<file path="src/rtl/ctrl_pkg.sv">
// Shared types and opcode encodings for the multi-cycle controller and its decoder.
package ctrl_pkg;

    typedef enum logic [2:0] {
        IDLE,
        FETCH,
        DECODE,
        EXECUTE,
        WRITEBACK,
        HALT
    } state_t;

    typedef logic [1:0] alu_ctrl_t;

    localparam logic [3:0] OP_ADD   = 4'b0000;
    localparam logic [3:0] OP_SUB   = 4'b0001;
    localparam logic [3:0] OP_OR_R  = 4'b0010;
    localparam logic [3:0] OP_AND_R = 4'b0011;
    localparam logic [3:0] OP_ADDI  = 4'b0100;
    localparam logic [3:0] OP_SUBI  = 4'b0101;
    localparam logic [3:0] OP_ORI   = 4'b0110;
    localparam logic [3:0] OP_BEQ   = 4'b0111;
    localparam logic [3:0] OP_NOP   = 4'b1000;

    localparam alu_ctrl_t ALU_BRANCH = 2'b11;

endpackage

</file>
<file path="src/rtl/control_decode.sv">
// Combinational opcode classifier: maps the instruction register to class flags and ALU select.
module control_decode
    import ctrl_pkg::*;
#(
    parameter int OPCODE_W = 4
) (
    input  logic [OPCODE_W-1:0] ir,
    output logic                is_alu,
    output logic                is_imm,
    output logic                is_branch,
    output logic                is_nop,
    output logic                is_illegal,
    output alu_ctrl_t           alu_control
);

    logic [3:0] op;
    assign op = ir[3:0];

    // Legal opcodes are exactly 0..OP_NOP, so any set upper bit also lands here.
    assign is_illegal  = ir > OPCODE_W'(OP_NOP);
    assign is_alu      = !is_illegal && (op <= OP_ORI);
    assign is_imm      = !is_illegal && (op >= OP_ADDI) && (op <= OP_ORI);
    assign is_branch   = !is_illegal && (op == OP_BEQ);
    assign is_nop      = !is_illegal && (op == OP_NOP);
    assign alu_control = is_branch ? ALU_BRANCH : op[1:0];

endmodule

</file>
<file path="src/rtl/multicycle_control_unit.sv">
// Multi-cycle controller: fetch handshake, IR, DECODE/EXECUTE/WRITEBACK sequencing,
// branch resolution, illegal-opcode trap and retired-instruction counter.
module multicycle_control_unit
    import ctrl_pkg::*;
#(
    parameter int OPCODE_W = 4,
    parameter int CNT_W    = 16
) (
    input  logic                clk,
    input  logic                rst_n,
    input  logic                instr_valid,
    input  logic [OPCODE_W-1:0] opcode,
    output logic                instr_ready,
    input  logic                alu_zero,
    output logic                alu_src,
    output logic [1:0]          alu_control,
    output logic                reg_write,
    output logic                pc_en,
    output logic                pc_src,
    output logic                halted,
    output logic [CNT_W-1:0]    retired
);

    state_t              state, state_nxt;
    logic [OPCODE_W-1:0] ir;
    logic [CNT_W-1:0]    cnt;

    logic      is_alu, is_imm, is_branch, is_nop, is_illegal;
    alu_ctrl_t dec_ctrl;

    control_decode #(.OPCODE_W(OPCODE_W)) u_decode (
        .ir          (ir),
        .is_alu      (is_alu),
        .is_imm      (is_imm),
        .is_branch   (is_branch),
        .is_nop      (is_nop),
        .is_illegal  (is_illegal),
        .alu_control (dec_ctrl)
    );

    always_ff @(posedge clk) begin
        if (!rst_n) state <= IDLE;
        else        state <= state_nxt;
    end

    always_ff @(posedge clk) begin
        if (!rst_n)                          ir <= '0;
        else if (state == FETCH && instr_valid) ir <= opcode;
    end

    // pc_en fires exactly once per completed instruction, so it doubles as the retire strobe.
    always_ff @(posedge clk) begin
        if (!rst_n)     cnt <= '0;
        else if (pc_en) cnt <= cnt + CNT_W'(1);
    end

    assign retired = cnt;

    always_comb begin
        state_nxt = state;
        case (state)
            IDLE:      state_nxt = FETCH;
            FETCH:     if (instr_valid) state_nxt = DECODE;
            DECODE: begin
                if (is_illegal)                state_nxt = HALT;
                else if (is_nop)               state_nxt = FETCH;
                else if (is_alu || is_branch)  state_nxt = EXECUTE;
                else                           state_nxt = HALT;
            end
            EXECUTE:   state_nxt = is_branch ? FETCH : WRITEBACK;
            WRITEBACK: state_nxt = FETCH;
            HALT:      state_nxt = HALT;
            default:   state_nxt = IDLE;
        endcase
    end

    // EXECUTE is only reached by ALU ops and branches; the decoder already yields 2'b11 and
    // is_imm=0 for a branch, so both states can take the decoder outputs directly.
    always_comb begin
        instr_ready = 1'b0;
        alu_src     = 1'b0;
        alu_control = 2'b00;
        reg_write   = 1'b0;
        pc_en       = 1'b0;
        pc_src      = 1'b0;
        halted      = 1'b0;
        case (state)
            FETCH:  instr_ready = 1'b1;
            DECODE: pc_en       = is_nop;
            EXECUTE: begin
                alu_src     = is_imm;
                alu_control = dec_ctrl;
                if (is_branch) begin
                    pc_en  = 1'b1;
                    pc_src = alu_zero;
                end
            end
            WRITEBACK: begin
                alu_src     = is_imm;
                alu_control = dec_ctrl;
                reg_write   = 1'b1;
                pc_en       = 1'b1;
            end
            HALT:    halted = 1'b1;
            default: ;
        endcase
    end

endmodule
</file>
<file path="config.mk">
export PLATFORM = sky130hd
export DESIGN_NAME = multicycle_control_unit
export DESIGN_NICKNAME = d
export VERILOG_FILES = /design/src/rtl/ctrl_pkg.sv /design/src/rtl/control_decode.sv /design/src/rtl/multicycle_control_unit.sv
export SDC_FILE = /design/constraint.sdc
export NUM_CORES = 1
export LEC_CHECK = 0
export CAP_MARGIN = 20
export CORE_MARGIN = 2
export CORE_UTILIZATION = 38
export DETAILED_ROUTE_END_ITERATION = 10
export GPL_TIMING_DRIVEN = 0
export PLACE_DENSITY = 0.68
export SETUP_SLACK_MARGIN = 0.4
export SLEW_MARGIN = 10
export SYNTH_ARGS = -nofsm -noshare
export SYNTH_HDL_FRONTEND = slang
export SYNTH_SLANG_ARGS = --single-unit
</file>
<file path="constraint.sdc">
create_clock -name clk -period 3.4 [get_ports clk]
set_input_delay 0.51 -clock clk [delete_from_list [all_inputs] [get_ports clk]]
set_output_delay 0.51 -clock clk [all_outputs]
set_load 0.05 [all_outputs]
</file>
==> run_results.csv, run 1 <==
group,metric,value,unit
setup_path,critPathArrivalTime,2.29,ns
cts,path_clk_slew,0.13,ns
synth,yosys_warnings,0,
layout,layout-drive-gt1-share,7.514,%
floorplanning,die-width,59.81,um
global_routing,grt_pass1_vias,1052,
floorplanning,rows,20,
setup_path,path_class,"reg -> out",
floorplanning,core_area,3003,sq um
cts,cts_root_buffer,"clkbuf_4",
route,first_pass_iters,4,
sta,fmax,0.3570,GHz
outcome,outcome,"complete, no violations",
synth,yosysUniqueCellTypes,35,
setup_path,crit_required,2.89,ns
sta,hold_viol,0,
power_and_ir_drop,power.density,300.6,nW/um^2
layout,area_delta_synth_final,31.92,%
job,cap_violations,0,
cts,cts.sink_count,23,
place,dpl.cell_count,202,
layout,finalNonFillerCells,206,
synth,synth-seq-area-share,38.90,%
sta,fin_crit,2.801,ns
route,drt_iter0_markers,34,
floorplanning,top_level_ports,32,
floorplanning,die-area,3577,sq um
power_and_ir_drop,power,0.0004694,W
layout,diodes,0,
route,ant_nets,0,
synth,synth_top_area_share,38.90,%
global_routing,grt_pass1_wl,4.567,mm
setup_path,crit_path_max_fanout,10,
place,portBuffers,31,
sta,slew_headroom,65.94,%
setup_path,cp-start-kind,"flop",
setup_path,end_kind,"output port",
worst_hold_path,hold_path_class,"reg -> reg",
synth,synthArstFlopShare,0,%
cts,cts_tree,"built",
sta,rsz0062_at_grt,"false",
synth,ys_seq_elements,23,
cts,cts_made_buffers,3,
synth,syn_area,1184,sq um
power_and_ir_drop,max-vdd-ir-drop,0.1651,mV
cts,postCtsHoldBufs,0,
route,drt_wl_total,2.850,mm
synth,synth_area_leaders,"dfxtp_1 (39%), a21oi_1 (5.9%), o31ai_1 (4.4%), or4_1 (4.4%), mux2i_1 (4.2%)",
synth,syn-num-nets,147,
synth,yosys_most_used_dff,"dfxtp_1",
power_and_ir_drop,p_leak,0.5349,nW
sta,tightest_slew,0.5094,ns
cts,post_cts_buffers,0,
synth,synth_most_common_cell,"dfxtp_1",
global_routing,grt-ovfl-total,0,
global_routing,track_usage,16.38,%
sta,setup_violations,0,
sta,finalMaxSlewViolations,0,
cts,cts_buffer_depth,2,
synth,syn_inst,138,
synth,synth_top_cells_by_count,"dfxtp_1 (23), a21oi_1 (14), nor2_1 (10)",
route,vias,1164,
global_routing,grt_antenna_before_repair,0,
place,post-dp-hpwl,2.096,mm
place,place.gp.congestion,0.8348,
floorplanning,start_util,39.42,%
synth,syn_area_per_cell,8.577,sq um
synth,synth-edff-count,0,
layout,nets,183,
cts,clock_latency,0.32,ns
route,drc,0,
sta,clock_skew,0.009737,ns
global_routing,grt_max_degree,14,
synth,synth_top_cell_by_area,"dfxtp_1",
cts,ctsResizeCount,1,
route,via_per_inst,5.650,
sta,fin_tns_setup,0,ns
sta,period_share,82.39,%
route,wl_per_cell,13.83,um
cts,cts-htree-levels,1,
floorplanning,die_y,59.81,um
==> cells in the final DEF (no fill, tap or decap), types with 3 or more instances in the layout <==
master,synthesis,routed
mux2i_1,5,5
clkbuf_4,0,3
clkbuf_1,3,3
o21ai_0,8,8
and2_1,3,3
dfxtp_1,23,23
inv_1,5,5
nand4_1,3,3
or3_1,7,7
nand2_1,8,8
or4_1,7,7
nand2b_1,3,3
nand3_1,6,6
nor3_1,3,3
o31ai_1,7,7
clkdlybuf4s50_1,0,30
a21oi_1,14,14
nor2_1,10,10
==> state kept, by name, indices dropped and copies added, names as in the netlist <==
| register | cells |
|---|---|
| state | 3 |
| ir | 4 |
| retired | 16 |
==> through the flow <==
| step | hold slack (ns) | worst slack (ns) | area, sq um | utilization, % |
|---|---|---|---|---|
| 3_5_place_dp | 0.4901 | 0.6881 | 1535 | 51.13 |
| 2_1_floorplan | 0.5143 | 0.9246 | 1184 | - |
| 6_report | 0.5027 | 0.5987 | 1562 | 52.00 |
| 5_1_grt | 0.5363 | 0.4753 | 1562 | 52.00 |
| 4_1_cts | 0.5096 | 0.5913 | 1562 | 52.00 |
| 3_3_place_gp | 0.4631 | 0.7015 | 1535 | 51.13 |
==> power by group <==
| group | total, W | switching (W) | leakage (nW) | internal, W |
|---|---|---|---|---|
| Clock | 0.000129 | 0.0000854 | 0.0177 | 0.0000440 |
| Sequential | 0.000283 | 0.00000820 | 0.186 | 0.000275 |
| Combinational | 0.0000571 | 0.0000312 | 0.331 | 0.0000259 |
==> critical path, stage by stage, from the launching register on <==
cell and delay, ns:
dfxtp_1 0.48, and3b_1 0.23, a221oi_2 0.37, buf_4 0.25, buf_4 0.18, inv_1 0.04
dlygate4sd2_1 0.42
==> path summary, 6_finish.rpt <==
path                             startpoint           to  cells after the start  slack (ns)
worst min register to register  retired[14]  retired[14]                      2        0.50
worst max register to register     state[2]   retired[1]                      6        1.52
worst max-delay path               state[2]        pc_en                      6        0.60
worst min-delay path            retired[14]  retired[14]                      2        0.50
==> cells by family after synthesis <==
logic type	after synthesis	share of synthesized area [%]
xor gates and xnor gates	1	0.7401
buffers and inverters	13	5.496
adders and majority gates	1	1.057
and+or+nand+nor	61	32.03
muxes	5	4.228
AOI/OAI and AO/OA	34	17.55
DFF	23	38.90
==> metal layers <==
layer,part of all wire (%),global-route usage [%],vias up
met5,0,0,-
met3,3.3,4.113,2
li1,-,-,584
met2,48,27.95,19
met4,0.35,1.905,0
met1,48,21.43,559
==> cell type report <==
class	instances	area (sq um)
plain buffers	8	46.29
clock buffers	3	22.52
clock inverters	1	5.005
fillers	288	1441
inverters	5	18.77
multi-input cells	102	658.1
flip-flops and latches	23	460.4
well taps	33	41.29
repair buffers	31	309.0
No activity file was read; power rests on OpenSTA's default activity.
==> run 2, diff against run 1 <==
Clock period 3.4 ns to 2.8 ns, I/O delays scaled along.
==> run 2 against run 1 <==
  * Utilization rose by 0.54 points
  * Global-route usage barely moved
  * Critical path depth fell by 3
  * Final area rose by 1.0%
  * Clock-buffer cell count did not move
  * Via count rose by 1.5%
  * Clock power rose by 22%
==> run_results.csv, run 2 (synthesis gave the netlist of run 1 again) <==
group,metric,value,unit
setup_path,end_kind,"output port",
floorplanning,start_util,39.42,%
worst_hold_path,holdPathStages,2,
sta,tightest_slew,0.5112,ns
sta,fin_crit,2.414,ns
layout,diodes,0,
route,vias,1182,
floorplanning,rows,20,
global_routing,grt_pass1_vias,1057,
route,wl_per_cell,14.08,um
sta,fin_tns_setup,0,ns
global_routing,grt_antenna_before_repair,0,
setup_path,path_class,"reg -> out",
layout,multi_input_area,669.4,sq um
worst_hold_path,min_from,"retired[14]",
place,place.gp.congestion,0.8348,
layout,register_area,462.9,sq um
floorplanning,die_y,59.81,um
sta,slew_headroom,65.81,%
cts,cts-htree-levels,1,
route,drc,0,
power_and_ir_drop,power.density,362.5,nW/um^2
sta,fmax,0.4142,GHz
route,via_per_inst,5.683,
layout,final_cell_mix,"clkdlybuf4s50_1 (25), dfxtp_1 (21), a21oi_1 (14)",
layout,area_delta_synth_final,33.30,%
sta,setup_violations,0,
setup_path,reg2reg_from,"state[1]",
place,dp_worst_setup_slack,0.1781,ns
global_routing,use_met1,21.43,%
cts,postCtsHoldBufs,0,
setup_path,crit_path_max_fanout,10,
global_routing,grt_pass1_wl,4.567,mm
job,cap_violations,0,
layout,nFillCells,289,
cts,cts_buffer_depth,2,
setup_path,critPathArrivalTime,1.99,ns
cts,cts_root_buffer,"clkbuf_4",
sta,hold_viol,0,
cts,cts_made_buffers,3,
floorplanning,top_level_ports,32,
setup_path,cp-start-kind,"flop",
cts,cts_tree,"built",
place,post-dp-hpwl,2.096,mm
floorplanning,die-area,3577,sq um
sta,clock_skew,0.008138,ns
floorplanning,core_area,3003,sq um
layout,nets,185,
global_routing,grt-busiest-layer,"met2",
global_routing,grtUsageMet2,28.11,%
setup_path,crit_required,2.38,ns
sta,finalMaxSlewViolations,0,
route,ant_nets,0,
global_routing,grt-ovfl-total,0,
setup_path,reg2reg_to,"retired[15]",
sta,setup_ws,0.3858,ns
route,drt_wl_total,2.929,mm
setup_path,r2r_slack,0.95,ns
route,drt_iter0_markers,37,
floorplanning,die-width,59.81,um
outcome,outcome,"complete, no violations",
worst_hold_path,holdPathEnd,"retired[14]",
place,portBuffers,31,
layout,layout-drive-gt1-share,10.86,%
sta,period_share,86.22,%
sta,rsz0062_at_grt,"true",
setup_path,reg2reg_depth,6,
worst_hold_path,hold_path_class,"reg -> reg",
cts,path_clk_slew,0.13,ns
power_and_ir_drop,p_leak,0.5616,nW
global_routing,gr-usage-met3,4.113,%
route,first_pass_iters,4,
layout,final_common_cell,"clkdlybuf4s50_1",
global_routing,grt_max_degree,14,
cts,clock_latency,0.32,ns
power_and_ir_drop,max-vdd-ir-drop,0.1996,mV
layout,largest_reg_flops,16,
cts,cts.sink_count,23,
global_routing,track_usage,16.43,%
run 2: changes by cell type in the layout (fill, tap and decap cells not counted), sizes merged:
| cell | delta |
|---|---|
| clkbuf | +1 |
| clkdlybuf4s50 | -5 |
| dlygate4sd2 | +3 |
| buf | +3 |
run 2: worst max-delay path, cell delays in order (launching register included):
cell and delay (ns):
dfxtp_1 0.33, buf_2 0.17, nor3b_2 0.31, clkdlybuf4s50_1 0.87
run 2: layer usage:
layer / routed length (um) / vias to the layer above
met5: 0 / -
met4: 10 / 0
met3: 94 / 2
met2: 1429 / 18
met1: 1395 / 575
li1: - / 587
run 2: timing repair:
item,in CTS,in global routing
cloned,0,1
resized for setup,9,7
setup buffers,0,1
pin swaps,1,1
setup endpoints to repair,6,2
run 2: worst max path at each step:
stage,from,end,slack (ns),cells past startpoint
detailed placement,state[1],pc_en,0.18,7
floorplan,state[1],pc_en,0.41,6
finish,state[1],reg_write,0.39,3
global placement,state[2],pc_en,0.19,6
CTS,ir[3],pc_en,0.18,6
global route,state[1],pc_en,0.29,7
run 2: layout make-up:
| cell class | count | area share [%] |
|---|---|---|
| flip-flops and latches | 23 | 29.34 |
| plain buffers | 8 | 3.172 |
| repair buffers | 33 | 19.51 |
| multi-input cells | 102 | 42.43 |
| well taps | 33 | 2.617 |
| clock buffers | 3 | 1.427 |
| inverters | 5 | 1.190 |
| clock inverters | 1 | 0.3172 |
run 2: metrics by stage:
step	hold slack (ns)	power [W]	cell area [sq um]	util, %	std cells
after floorplan	0.5143	0.0003949	1184	-	138
after global placement	0.4631	0.0004187	1535	51.13	202
after detailed placement	0.4901	0.0004204	1535	51.13	202
after CTS	0.5096	0.0005731	1559	51.92	206
after global routing	0.5355	0.0005967	1578	52.54	208
final	0.5028	0.0005719	1578	52.54	208
run 2: report_power, final:
part / internal, W / total (W) / switching [W]
Clock: 0.0000535 / 0.000157 / 0.000103
Sequential: 0.000334 / 0.000344 / 0.0000101
Combinational: 0.0000322 / 0.0000713 / 0.0000391
Total: 0.000419 / 0.000572 / 0.000153
==> run 3, diff against run 2 <==
Settings changed: MAX_ROUTING_LAYER from default to met4.
==> run 3 against run 2 <==
  * Clock skew is essentially flat
  * Combinational power is essentially flat
  * Non-clock buffer count is the same
  * Clock power is essentially flat
  * Sequential power is essentially flat
  * Total power is essentially flat
  * First-iteration DRC count shrank 5.4%
  * Critical path type unchanged
  * Critical endpoint unchanged
  * Highest routed layer unchanged
==> run_results.csv, run 3 (synthesis gave the netlist of run 1 again) <==
group,metric,value,unit
sta,fmax,0.4142,GHz
setup_path,crit_start,"state[1]",
layout,nFillCells,289,
global_routing,grt_antenna_before_repair,0,
setup_path,crit_required,2.38,ns
floorplanning,core_area,3003,sq um
layout,final_area,1578,sq um
cts,cts_tree,"built",
floorplanning,top_level_ports,32,
setup_path,critPathArrivalTime,1.99,ns
cts,clock_latency,0.32,ns
setup_path,reg2reg_from,"state[1]",
floorplanning,rows,20,
sta,fin_tns_setup,0,ns
global_routing,grt-ovfl-total,0,
layout,register_area,462.9,sq um
global_routing,track_usage,16.86,%
layout,final_common_cell,"clkdlybuf4s50_1",
setup_path,crit_path_max_fanout,10,
job,cap_violations,0,
layout,area_delta_synth_final,33.30,%
sta,rsz0062_at_grt,"true",
layout,nets,185,
power_and_ir_drop,power,0.0005719,W
sta,slew_headroom,65.81,%
floorplanning,start_util,39.42,%
layout,largest_reg_flops,16,
place,post-dp-hpwl,2.096,mm
route,wl_per_cell,14.08,um
cts,cts_buffer_depth,2,
setup_path,r2r_slack,0.95,ns
outcome,outcome,"complete, no violations",
route,first_pass_iters,4,
sta,period_share,86.22,%
global_routing,grt_pass1_vias,1057,
route,ant_nets,0,
layout,final_cell_mix,"clkdlybuf4s50_1 (25), dfxtp_1 (21), a21oi_1 (14)",
route,drc,0,
power_and_ir_drop,power.density,362.5,nW/um^2
route,via_per_inst,5.688,
route,drt_wl_total,2.928,mm
setup_path,path_class,"reg -> out",
power_and_ir_drop,max-vdd-ir-drop,0.1996,mV
cts,path_clk_slew,0.13,ns
sta,clock_skew,0.008138,ns
global_routing,grt_max_degree,14,
sta,hold_viol,0,
place,portBuffers,31,
route,vias,1183,
power_and_ir_drop,p_leak,0.5616,nW
cts,cts_root_buffer,"clkbuf_4",
cts,cts.sink_count,23,
global_routing,grt_pass1_wl,4.567,mm
place,place.gp.congestion,0.8477,
sta,setup_violations,0,
floorplanning,die-area,3577,sq um
worst_hold_path,hold_path_class,"reg -> reg",
cts,cts-htree-levels,1,
sta,tightest_slew,0.5112,ns
floorplanning,die-width,59.81,um
place,placed_area,1535,sq um
route,drt_iter0_markers,35,
sta,fin_crit,2.414,ns
layout,multi_input_area,669.4,sq um
layout,diodes,0,
sta,finalMaxSlewViolations,0,
setup_path,end_kind,"output port",
worst_hold_path,min_from,"retired[14]",
cts,cts_made_buffers,3,
floorplanning,die_y,59.81,um
setup_path,cp-start-kind,"flop",
layout,layout-drive-gt1-share,10.86,%
run 3: cell counts in the layout (fill, tap and decap cells not counted):
Identical to the previous run, type by type.
run 3: through the flow:
stage	hold WS, ns	std cells	util (%)	worst slack, ns
3_5_place_dp	0.4901	202	51.13	0.1781
2_1_floorplan	0.5143	138	-	0.4146
3_3_place_gp	0.4631	202	51.13	0.1915
6_report	0.5028	208	52.54	0.3858
5_1_grt	0.5355	208	52.54	0.2900
4_1_cts	0.5096	206	51.92	0.1823
run 3: final timing paths:
check / cells after the start / to
setup / recovery: 3 / reg_write
hold / removal: 2 / retired[14]
setup reg to reg: 6 / retired[15]
hold reg to reg: 2 / retired[14]
run 3: final cells by class:
cell class	count	area share (%)
plain buffers	8	3.172
well taps	33	2.617
clock inverters	1	0.3172
clock buffers	3	1.427
multi-input cells	102	42.43
flip-flops and latches	23	29.34
repair buffers	33	19.51
inverters	5	1.190
run 3: worst max-delay path, cell delays in order (launching register included):
cell             delay, ns
dfxtp_1               0.33
buf_2                 0.17
nor3b_2               0.31
clkdlybuf4s50_1       0.87
run 3: per-layer routing:
| metal | global-route usage, % | share of wire (%) | vias to the layer above |
|---|---|---|---|
| met2 | 28.11 | 49 | 18 |
| met4 | 1.905 | 0.34 | 0 |
| li1 | - | - | 588 |
| met3 | 3.896 | 3.0 | 2 |
| met5 | - | 0 | - |
| met1 | 21.43 | 48 | 575 |
run 3: what timing repair did:
action / in CTS / in global routing
hold buffers: 0 / 0
resized for setup: 9 / 7
endpoints found under the setup margin: 6 / 2
pin swaps: 1 / 1
setup buffers: 0 / 1
gates cloned: 0 / 1
run 3: report_power, final:
group           total, W  switching, W  internal (W)  leakage, nW
clock network   0.000157      0.000103     0.0000535       0.0177
registers       0.000344     0.0000101      0.000334        0.187
logic          0.0000712     0.0000391     0.0000322        0.357
